`config.mk`:
```
export PLATFORM = sky130hd
export DESIGN_NAME = uart_rx_core
export DESIGN_NICKNAME = d
export VERILOG_FILES = /design/src/rtl/uart_rx_core.sv
export SDC_FILE = /design/constraint.sdc
export NUM_CORES = 1
export LEC_CHECK = 0
export ABC_CLOCK_PERIOD_IN_PS = 5450
export BUFFER_PORTS_ARGS = -buffer_cell sky130_fd_sc_hd__buf_2
export CORE_UTILIZATION = 30
export CTS_CLUSTER_DIAMETER = 30
export CTS_CLUSTER_SIZE = 20
export DETAILED_ROUTE_END_ITERATION = 8
export PLACE_DENSITY_LB_ADDON = 0.08
export REMOVE_ABC_BUFFERS = 1
export SLEW_MARGIN = 5
export SYNTH_ARGS = -nofsm -noshare
export SYNTH_HDL_FRONTEND = slang
export SYNTH_SLANG_ARGS = --single-unit
```
`constraint.sdc`:
```
create_clock -name clk -period 5.45 [get_ports clk]
set_clock_uncertainty 0.1 [all_clocks]
set_input_delay 0.545 -clock clk [delete_from_list [all_inputs] [get_ports clk]]
set_output_delay 0.545 -clock clk [all_outputs]
set_load 0.03 [all_outputs]
```
`src/rtl/uart_rx_core.sv`:
```
// -----------------------------------------------------------------------------
// uart_rx_core
//
// 8N1 UART receiver, LSB first, using the same bit timing as the UartT
// transmitter. The asynchronous Rx line is synchronised first. A falling
// start edge is qualified at mid-bit, and each data bit is then sampled at
// mid-period. The stop bit is checked, and the byte goes into a one-entry
// holding register that the consumer empties with a valid/ack handshake.
//
// Ports
//   clk          system clock
//   rst          synchronous, active-high reset
//   Rx_i         serial line, idle high, asynchronous to clk
//   ack_i        consumer has taken data_o (only meaningful while valid_o=1)
//   data_o       received byte, stable while valid_o=1, held after ack
//   valid_o      holding register full
//   frame_err_o  1-cycle pulse: stop bit sampled low, byte discarded
//   overrun_o    1-cycle pulse: good byte arrived while holding reg full
//   busy_o       receiver is inside a frame (state != IDLE)
// -----------------------------------------------------------------------------
module uart_rx_core #(
    parameter logic [15:0] CLKS_PER_BIT = 16'd5210,
    parameter logic [15:0] HALF_BIT     = CLKS_PER_BIT >> 1
) (
    input  logic       clk,
    input  logic       rst,
    input  logic       Rx_i,
    input  logic       ack_i,
    output logic [7:0] data_o,
    output logic       valid_o,
    output logic       frame_err_o,
    output logic       overrun_o,
    output logic       busy_o
);

    typedef enum logic [1:0] {
        IDLE,
        START,
        DATA,
        STOP
    } state_t;

    // Two-flop synchroniser. Both stages reset to the idle (high) level so
    // that reset does not look like a start edge.
    logic [1:0] sync_reg;
    logic       rx_s;

    state_t      state_reg, state_next;
    logic [15:0] cnt_reg, cnt_next;
    logic [2:0]  bit_idx_reg, bit_idx_next;
    logic        armed_reg, armed_next;
    logic [7:0]  data_reg, data_next;
    logic        valid_reg, valid_next;
    logic        frame_err_reg, frame_err_next;
    logic        overrun_reg, overrun_next;

    // Asserted for the single cycle in which the current data bit is captured.
    logic        sample_bit;
    logic [7:0]  shreg;

    always_ff @(posedge clk) begin
        if (rst) begin
            sync_reg <= 2'b11;
        end else begin
            sync_reg <= {sync_reg[0], Rx_i};
        end
    end

    assign rx_s = sync_reg[1];

    // Shift register: each bit has its own enable and is written once per frame
    // when bit_idx points at it. Nothing shifts, so each bit lands directly at
    // its LSB-first position.
    genvar gi;
    generate
        for (gi = 0; gi < 8; gi++) begin : g_shreg
            logic bit_reg;
            always_ff @(posedge clk) begin
                if (rst) begin
                    bit_reg <= 1'b0;
                end else if (sample_bit && (bit_idx_reg == 3'(gi))) begin
                    bit_reg <= rx_s;
                end
            end
            assign shreg[gi] = bit_reg;
        end
    endgenerate

    always_ff @(posedge clk) begin
        if (rst) begin
            state_reg     <= IDLE;
            cnt_reg       <= 16'd0;
            bit_idx_reg   <= 3'd0;
            armed_reg     <= 1'b0;
            data_reg      <= 8'h00;
            valid_reg     <= 1'b0;
            frame_err_reg <= 1'b0;
            overrun_reg   <= 1'b0;
        end else begin
            state_reg     <= state_next;
            cnt_reg       <= cnt_next;
            bit_idx_reg   <= bit_idx_next;
            armed_reg     <= armed_next;
            data_reg      <= data_next;
            valid_reg     <= valid_next;
            frame_err_reg <= frame_err_next;
            overrun_reg   <= overrun_next;
        end
    end

    always_comb begin
        state_next     = state_reg;
        cnt_next       = cnt_reg;
        bit_idx_next   = bit_idx_reg;
        armed_next     = armed_reg;
        data_next      = data_reg;
        valid_next     = valid_reg;
        frame_err_next = 1'b0;
        overrun_next   = 1'b0;
        sample_bit     = 1'b0;

        // The consumer empties the holding register. A stop evaluation in the
        // same cycle can refill it below.
        if (valid_reg && ack_i) begin
            valid_next = 1'b0;
        end

        case (state_reg)
            IDLE: begin
                // Arm only after the line has been seen high. This prevents
                // a held-low line (break, or the tail of a bad frame) from
                // retriggering a frame over and over.
                if (rx_s) begin
                    armed_next = 1'b1;
                end
                if (armed_reg && !rx_s) begin
                    state_next = START;
                    cnt_next   = 16'd0;
                    armed_next = 1'b0;
                end
            end

            START: begin
                if (cnt_reg == HALF_BIT - 16'd1) begin
                    if (!rx_s) begin
                        state_next   = DATA;
                        cnt_next     = 16'd0;
                        bit_idx_next = 3'd0;
                    end else begin
                        // The low level did not last to mid-bit, so treat it
                        // as a glitch.
                        state_next = IDLE;
                        cnt_next   = 16'd0;
                    end
                end else begin
                    cnt_next = cnt_reg + 16'd1;
                end
            end

            DATA: begin
                if (cnt_reg == CLKS_PER_BIT - 16'd1) begin
                    sample_bit   = 1'b1;
                    cnt_next     = 16'd0;
                    bit_idx_next = bit_idx_reg + 3'd1;
                    if (bit_idx_reg == 3'd7) begin
                        state_next = STOP;
                    end
                end else begin
                    cnt_next = cnt_reg + 16'd1;
                end
            end

            STOP: begin
                // Evaluate at mid-stop and return to IDLE at once. The half
                // bit that remains lets the next start edge of a back-to-back
                // frame be found.
                if (cnt_reg == CLKS_PER_BIT - 16'd1) begin
                    state_next = IDLE;
                    cnt_next   = 16'd0;
                    if (!rx_s) begin
                        frame_err_next = 1'b1;
                    end else if (!valid_reg || ack_i) begin
                        data_next  = shreg;
                        valid_next = 1'b1;
                    end else begin
                        overrun_next = 1'b1;
                    end
                end else begin
                    cnt_next = cnt_reg + 16'd1;
                end
            end

            default: begin
                state_next = IDLE;
                cnt_next   = 16'd0;
            end
        endcase
    end

    assign data_o      = data_reg;
    assign valid_o     = valid_reg;
    assign frame_err_o = frame_err_reg;
    assign overrun_o   = overrun_reg;
    assign busy_o      = (state_reg != IDLE);

endmodule
```
==> impl_metrics.sql, run 1 <==
INSERT INTO impl_metrics (metric_group, metric, value, unit) VALUES
('outcome', 'run_status', 'finished, final reports clean', ''),
('power_and_ir_drop', 'pwr_density_cell', '251', 'mW/mm2'),
('global_route', 'globalRoute.busiestLayer', 'met1', ''),
('final_layout', 'area.growth.synth_to_final', '11.3', '%'),
('route', 'ant_nets', '0', ''),
('final_layout', 'antenna_diode_count', '0', ''),
('critical_path', 'worstSetupEndpoint', 'cnt_reg[13]', ''),
('timing', 'hold_slack', '315', 'ps'),
('global_route', 'global_routing_usage_on_met2', '18.0', '%'),
('floorplanning', 'chipWidth', '86.3', 'um'),
('critical_path', 'reg2reg_depth', '7', ''),
('place', 'place.detailed.hpwl', '3110', 'um'),
('global_route', 'grt_antenna_before_repair', '0', ''),
('clock_network', 'postCtsHoldBufs', '0', ''),
('critical_path', 'timing_worst_setup_path_type', 'register to register', ''),
('final_layout', 'max_ffs_per_register', '16', ''),
('timing', 'hold_violations', '0', ''),
('global_route', 'grt_util_met3', '3.14', '%'),
('synthesis', 'asyncSetResetFlopFracSynth', '0', '%'),
('final_layout', 'fillers', '752', ''),
('power_and_ir_drop', 'total_leakage_power', '0.000927', 'uW'),
('floorplanning', 'chipHeight', '86.3', 'um'),
('critical_path', 'timing.critical_path.from_type', 'register', ''),
('route', 'dr_total_vias', '1759', ''),
('final_layout', 'layout_common_cells', 'sky130_fd_sc_hd__dfxtp_1, sky130_fd_sc_hd__nor2_1, sky130_fd_sc_hd__nand2_1', ''),
('critical_path', 'cp_data_required_time', '5590', 'ps'),
('synthesis', 'netlist.area_leader.share', '40.4', '%'),
('worst_hold_path', 'worstHoldPathType', 'register to register', ''),
('clock_network', 'post-cts-setup-buffers', '0', ''),
('clock_network', 'worstSkewPairLatency', '300', 'ps'),
('clock_network', 'numClockSinks', '43', ''),
('synthesis', 'synth-compound-area-share', '11.2', '%'),
('route', 'detail_route.vias_per_cell', '5.03', ''),
('critical_path', 'timing.reg2reg.setup_slack', '2790', 'ps'),
('final_layout', 'final_util', '34.7', '%'),
('timing', 'rsz0062_at_grt', 'false', ''),
('floorplanning', 'initial_core_util', '31.2', '%'),
('synthesis', 'yosysTopAreaCell', 'sky130_fd_sc_hd__dfxtp_1', ''),
('synthesis', 'synth-edff-count', '0', ''),
('critical_path', 'cp.arrival', '2800', 'ps'),
('clock_network', 'cts-buffers-inserted', '5', ''),
('synthesis', 'yosys-top-cells-area', 'sky130_fd_sc_hd__dfxtp_1, sky130_fd_sc_hd__mux2i_1, sky130_fd_sc_hd__ha_1', ''),
('synthesis', 'synthDistinctLibCells', '40', ''),
('floorplanning', 'floorplan.die_area', '0.00745', 'mm2'),
('route', 'post-route-drc-count', '0', ''),
('global_route', 'grt_max_degree', '39', ''),
('place', 'portBuffers', '15', ''),
('synthesis', 'synth_seq_cells', '43', ''),
('timing', 'achievable-frequency', '0.377', 'GHz'),
('final_layout', 'layout-drive-gt1-share', '13.8', '%'),
('synthesis', 'synthXorXnorAreaFrac', '0', '%'),
('critical_path', 'worst_setup_path_startpoint', 'cnt_reg[1]', ''),
('route', 'wl_per_cell', '13.4', 'um'),
('synthesis', 'cell_area_after_synthesis', '0.00213', 'mm2'),
('clock_network', 'cts.repair.resized', '0', ''),
('timing', 'fin_crit', '2660', 'ps'),
('synthesis', 'synth_top_family_by_area', 'simple AND/OR/NAND/NOR gates', ''),
('synthesis', 'yosys.area_share.simple', '30.4', '%'),
('final_layout', 'final_common_cell', 'sky130_fd_sc_hd__dfxtp_1', ''),
('power_and_ir_drop', 'power.ir.vdd_worst', '90.3', 'uV'),
('floorplanning', 'floorplan.rows', '30', ''),
('clock_network', 'root_buffer', 'sky130_fd_sc_hd__clkbuf_8', ''),
('clock_network', 'tritoncts', 'done', ''),
('synthesis', 'synth_seq_area_share', '40.4', '%'),
('floorplanning', 'fp.coreArea', '0.00683', 'mm2'),
('timing', 'tightest_slew', '1190', 'ps'),
('place', 'place_congestion', '0.762', ''),
('critical_path', 'reg2reg_from', 'cnt_reg[1]', ''),
('global_route', 'globalRouteMet1Util', '20.9', '%'),
('global_route', 'first_global_vias', '1487', ''),
('job', 'reported_max_cap_violation_count', '0', '');
-- worst min-delay path by stage --
stage | startpoint | end | slack [ps] | cells past startpoint
2_1_floorplan | sync_reg[0] | sync_reg[1] | 290 | 1
3_3_place_gp | sync_reg[0] | sync_reg[1] | 290 | 1
3_5_place_dp | sync_reg[0] | sync_reg[1] | 290 | 1
4_1_cts | Rx_i | sync_reg[0] | 310 | 2
5_1_grt | Rx_i | sync_reg[0] | 310 | 2
6_report | sync_reg[0] | sync_reg[1] | 320 | 1
-- report_power, final --
| part | leakage (uW) | switching (uW) | internal (uW) |
|---|---|---|---|
| combinational | 0.000521 | 16.4 | 7.38 |
| sequential | 0.000347 | 3.27 | 316 |
| clock | 0.0000581 | 117 | 137 |
-- cell usage after synthesis, types with 2 or more instances --
library cell	n
sky130_fd_sc_hd__nor4bb_1	2
sky130_fd_sc_hd__or4_1	2
sky130_fd_sc_hd__and2_1	2
sky130_fd_sc_hd__nor4_2	2
sky130_fd_sc_hd__nor3_1	5
sky130_fd_sc_hd__clkbuf_1	8
sky130_fd_sc_hd__a31oi_1	14
sky130_fd_sc_hd__and4bb_2	2
sky130_fd_sc_hd__o21ai_0	4
sky130_fd_sc_hd__nand2_1	18
sky130_fd_sc_hd__ha_1	9
sky130_fd_sc_hd__inv_1	9
sky130_fd_sc_hd__nand2b_1	5
sky130_fd_sc_hd__nand4_1	10
sky130_fd_sc_hd__nand3_1	16
sky130_fd_sc_hd__nor2_1	27
sky130_fd_sc_hd__a21oi_1	10
sky130_fd_sc_hd__nand3b_1	4
sky130_fd_sc_hd__dfxtp_1	43
sky130_fd_sc_hd__buf_2	5
sky130_fd_sc_hd__mux2i_1	17
sky130_fd_sc_hd__nor2b_1	3
sky130_fd_sc_hd__and3_1	9
sky130_fd_sc_hd__or2_2	4
-- cell families (layout without fill, tap and decap cells) --
kind of cell | after synthesis | in the layout
buffers and inverters | 24 | 32
adder cells (fa/ha/maj) | 9 | 9
AO/OA/AOI/OAI | 37 | 37
multiplexers | 17 | 17
AND/OR/NAND/NOR | 116 | 116
flip-flops | 43 | 43
-- metrics by stage --
stage                     setup WS, ps  total power [uW]  cell area [um2]  cells
after floorplan                   3190               340             2060    231
after global placement            2750               351             2260    342
after detailed placement          2690               351             2260    342
after CTS                         2750               609             2370    350
after global routing              2560               627             2370    350
final                             2790               596             2370    350
-- layout make-up --
cell class / instances / area, um2 / share of cell area [%]
flip-flops and latches: 43 / 861 / 36.3
clock buffers: 5 / 68.8 / 2.90
repair buffers: 15 / 75.1 / 3.16
well taps: 96 / 120 / 5.06
clock inverters: 3 / 43.8 / 1.85
inverters: 9 / 33.8 / 1.42
multi-input cells: 179 / 1170 / 49.3
-- routing by layer --
metal  vias up  part of all wire [%]
li1        899                     -
met1       807                    56
met2        51                    39
met3         2                   4.4
met4         0                  0.66
met5         -                     0
-- critical path, stage by stage, from the launching register on --
cell and delay, ps:
sky130_fd_sc_hd__dfxtp_1 400, sky130_fd_sc_hd__inv_1 90, sky130_fd_sc_hd__ha_1 170, sky130_fd_sc_hd__nor4bb_1 130
sky130_fd_sc_hd__and4_4 260, sky130_fd_sc_hd__o2bb2ai_1 950, sky130_fd_sc_hd__or3b_1 410, sky130_fd_sc_hd__nand3_1 80
Power figures use the tool's default switching activity.
==> run 2: changes to the inputs <==
Settings changed: ABC_CLOCK_PERIOD_IN_PS 5450 to 2250.
Clock period 5.45 ns to 2.25 ns, I/O delays scaled along.
==> impl_metrics.sql, run 2 (synthesized netlist as in run 1, its figures left out) <==
INSERT INTO impl_metrics (metric_group, metric, value, unit) VALUES
('outcome', 'run_status', 'finished, final reports clean', ''),
('route', 'detail_route.wirelength', '4800', 'um'),
('timing', 'setup_viol', '0', ''),
('power_and_ir_drop', 'power.ir.vdd_worst', '328', 'uV'),
('global_route', 'globalRouteOverflowTotal', '0', ''),
('place', 'dpl-instance-area', '0.00237', 'mm2'),
('clock_network', 'tritoncts', 'done', ''),
('route', 'detailedRoute.firstIterationViolations', '83', ''),
('timing', 'timing.max_slew.rel_slack', '73.3', '%'),
('route', 'dr_total_vias', '1729', ''),
('timing', 'achievable-frequency', '0.478', 'GHz'),
('floorplanning', 'num_io_pins', '16', ''),
('clock_network', 'clk_transition_reported_paths', '90', 'ps'),
('route', 'detail_route.vias_per_cell', '4.75', ''),
('clock_network', 'cts.repair.resized', '0', ''),
('floorplanning', 'chipWidth', '86.3', 'um'),
('global_route', 'grt_max_degree', '37', ''),
('clock_network', 'root_buffer', 'sky130_fd_sc_hd__clkbuf_8', ''),
('clock_network', 'cts_htree_levels', '2', ''),
('route', 'ant_nets', '0', ''),
('clock_network', 'cts-buffers-inserted', '5', ''),
('clock_network', 'worstSkewPairLatency', '290', 'ps'),
('critical_path', 'worst_path_largest_cell_delay', '440', 'ps'),
('final_layout', 'post_layout_nonfiller_instances', '364', ''),
('place', 'portBuffers', '15', ''),
('final_layout', 'fillers', '728', ''),
('global_route', 'grt_antenna_before_repair', '0', ''),
('timing', 'rsz0062_at_grt', 'false', ''),
('critical_path', 'setup_crit_end_kind', 'register', ''),
('timing', 'hold_violations', '0', ''),
('timing', 'fin_crit', '2090', 'ps'),
('clock_network', 'max-clock-path-buffers', '2', ''),
('route', 'wl_per_cell', '13.2', 'um'),
('clock_network', 'numClockSinks', '43', ''),
('place', 'place_congestion', '0.762', ''),
('global_route', 'first_global_vias', '1612', ''),
('route', 'post-route-drc-count', '0', ''),
('final_layout', 'final_common_cell', 'sky130_fd_sc_hd__dfxtp_1', ''),
('global_route', 'grt_pass1_wl', '8090', 'um'),
('floorplanning', 'initial_core_util', '31.2', '%'),
('job', 'reported_max_cap_violation_count', '0', ''),
('final_layout', 'layout-drive-gt1-share', '17.5', '%'),
('critical_path', 'worstPathMaxFanout', '18', ''),
('floorplanning', 'floorplan.die_area', '0.00745', 'mm2'),
('final_layout', 'area.growth.synth_to_final', '16.2', '%'),
('final_layout', 'max_ffs_per_register', '16', ''),
('place', 'dpl.cell_count', '354', ''),
('critical_path', 'timing_worst_setup_path_type', 'register to register', ''),
('place', 'place.detailed.hpwl', '3360', 'um'),
('worst_hold_path', 'worstHoldPathType', 'input pin to register', ''),
('critical_path', 'cp_data_required_time', '2330', 'ps'),
('final_layout', 'fin_nets', '280', ''),
('power_and_ir_drop', 'pwr_density_cell', '536', 'mW/mm2'),
('place', 'detailedPlace.worstSlack', '156', 'ps'),
('critical_path', 'timing.critical_path.from_type', 'register', ''),
('timing', 'post-route-period-util', '93.0', '%'),
('critical_path', 'crit_chain', 'ha_1, nor4bb_1, and4_4, o2bb2ai_1, buf_12, and3_1, a211o_1', ''),
('final_layout', 'layout_common_cells', 'sky130_fd_sc_hd__dfxtp_1, sky130_fd_sc_hd__nor2_1, sky130_fd_sc_hd__nand2_1', ''),
('critical_path', 'cp.arrival', '2170', 'ps'),
('final_layout', 'antenna_diode_count', '0', ''),
('final_layout', 'final_util', '36.3', '%'),
('timing', 'timing.final.max_slew_violations', '0', ''),
('floorplanning', 'chipHeight', '86.3', 'um'),
('route', 'drt_pass1_iterations', '4', ''),
('timing', 'tightest_slew', '401', 'ps'),
('power_and_ir_drop', 'total_leakage_power', '0.000986', 'uW'),
('global_route', 'globalRouteTotalUtil', '13.8', '%'),
('final_layout', 'fin_area', '0.00248', 'mm2'),
('timing', 'fin_setup_tns', '0', 'ps'),
('floorplanning', 'fp.coreArea', '0.00683', 'mm2'),
('timing', 'finalWorstSetupSlack', '158', 'ps'),
('critical_path', 'crit_path_top_delay_cell', 'sky130_fd_sc_hd__dfxtp_1', ''),
('floorplanning', 'floorplan.rows', '30', '');
## run 2: power breakdown
group	total (uW)	switching (uW)	internal, uW
registers	772	5.93	766
logic	71.0	43.9	27.1
clock network	484	267	217
## run 2: final timing paths
check	start	end	slack [ps]	cells past startpoint
max	cnt_reg[0]	cnt_reg[11]	160	7
min	ack_i	overrun_o	170	3
max reg2reg	cnt_reg[0]	cnt_reg[11]	160	7
min reg2reg	sync_reg[0]	sync_reg[1]	320	1
## run 2: critical path, delay by kind of cell, from the launching register on
family / cells / cell delay [ps]
AND/OR/NAND/NOR: 3 / 720
flip-flops: 1 / 440
AO/OA/AOI/OAI: 2 / 380
adder cells (fa/ha/maj): 1 / 170
buffers and inverters: 1 / 170
## run 2: layout make-up
type / instances / area, um2 / share of cell area (%)
clock buffers: 6 / 72.6 / 2.93
clock inverters: 2 / 12.5 / 0.505
inverters: 9 / 33.8 / 1.36
multi-input cells: 179 / 1170 / 47.2
flip-flops and latches: 43 / 861 / 34.7
well taps: 96 / 120 / 4.85
repair buffers: 29 / 208 / 8.38
## run 2: what timing repair did
action / CTS / global route
hold endpoints to repair: 0 / 1
endpoints found under the setup margin: 0 / 2
hold buffers: 0 / 1
buffers inserted: 0 / 1
## run 2: routing by layer
metal | GRT usage, % | part of all wire (%) | up-vias
met1 | 22.0 | 58 | 790
met2 | 18.1 | 39 | 20
met4 | 3.64 | 0.52 | 0
met3 | 3.05 | 2.8 | 2
met5 | 0 | 0 | -
li1 | - | - | 917
## run 2: stage by stage
step	hold WS, ps	power (uW)
detailed placement	304	861
CTS	5.33	1350
finish	173	1330
global placement	303	861
global route	163	1390
floorplan	194	824
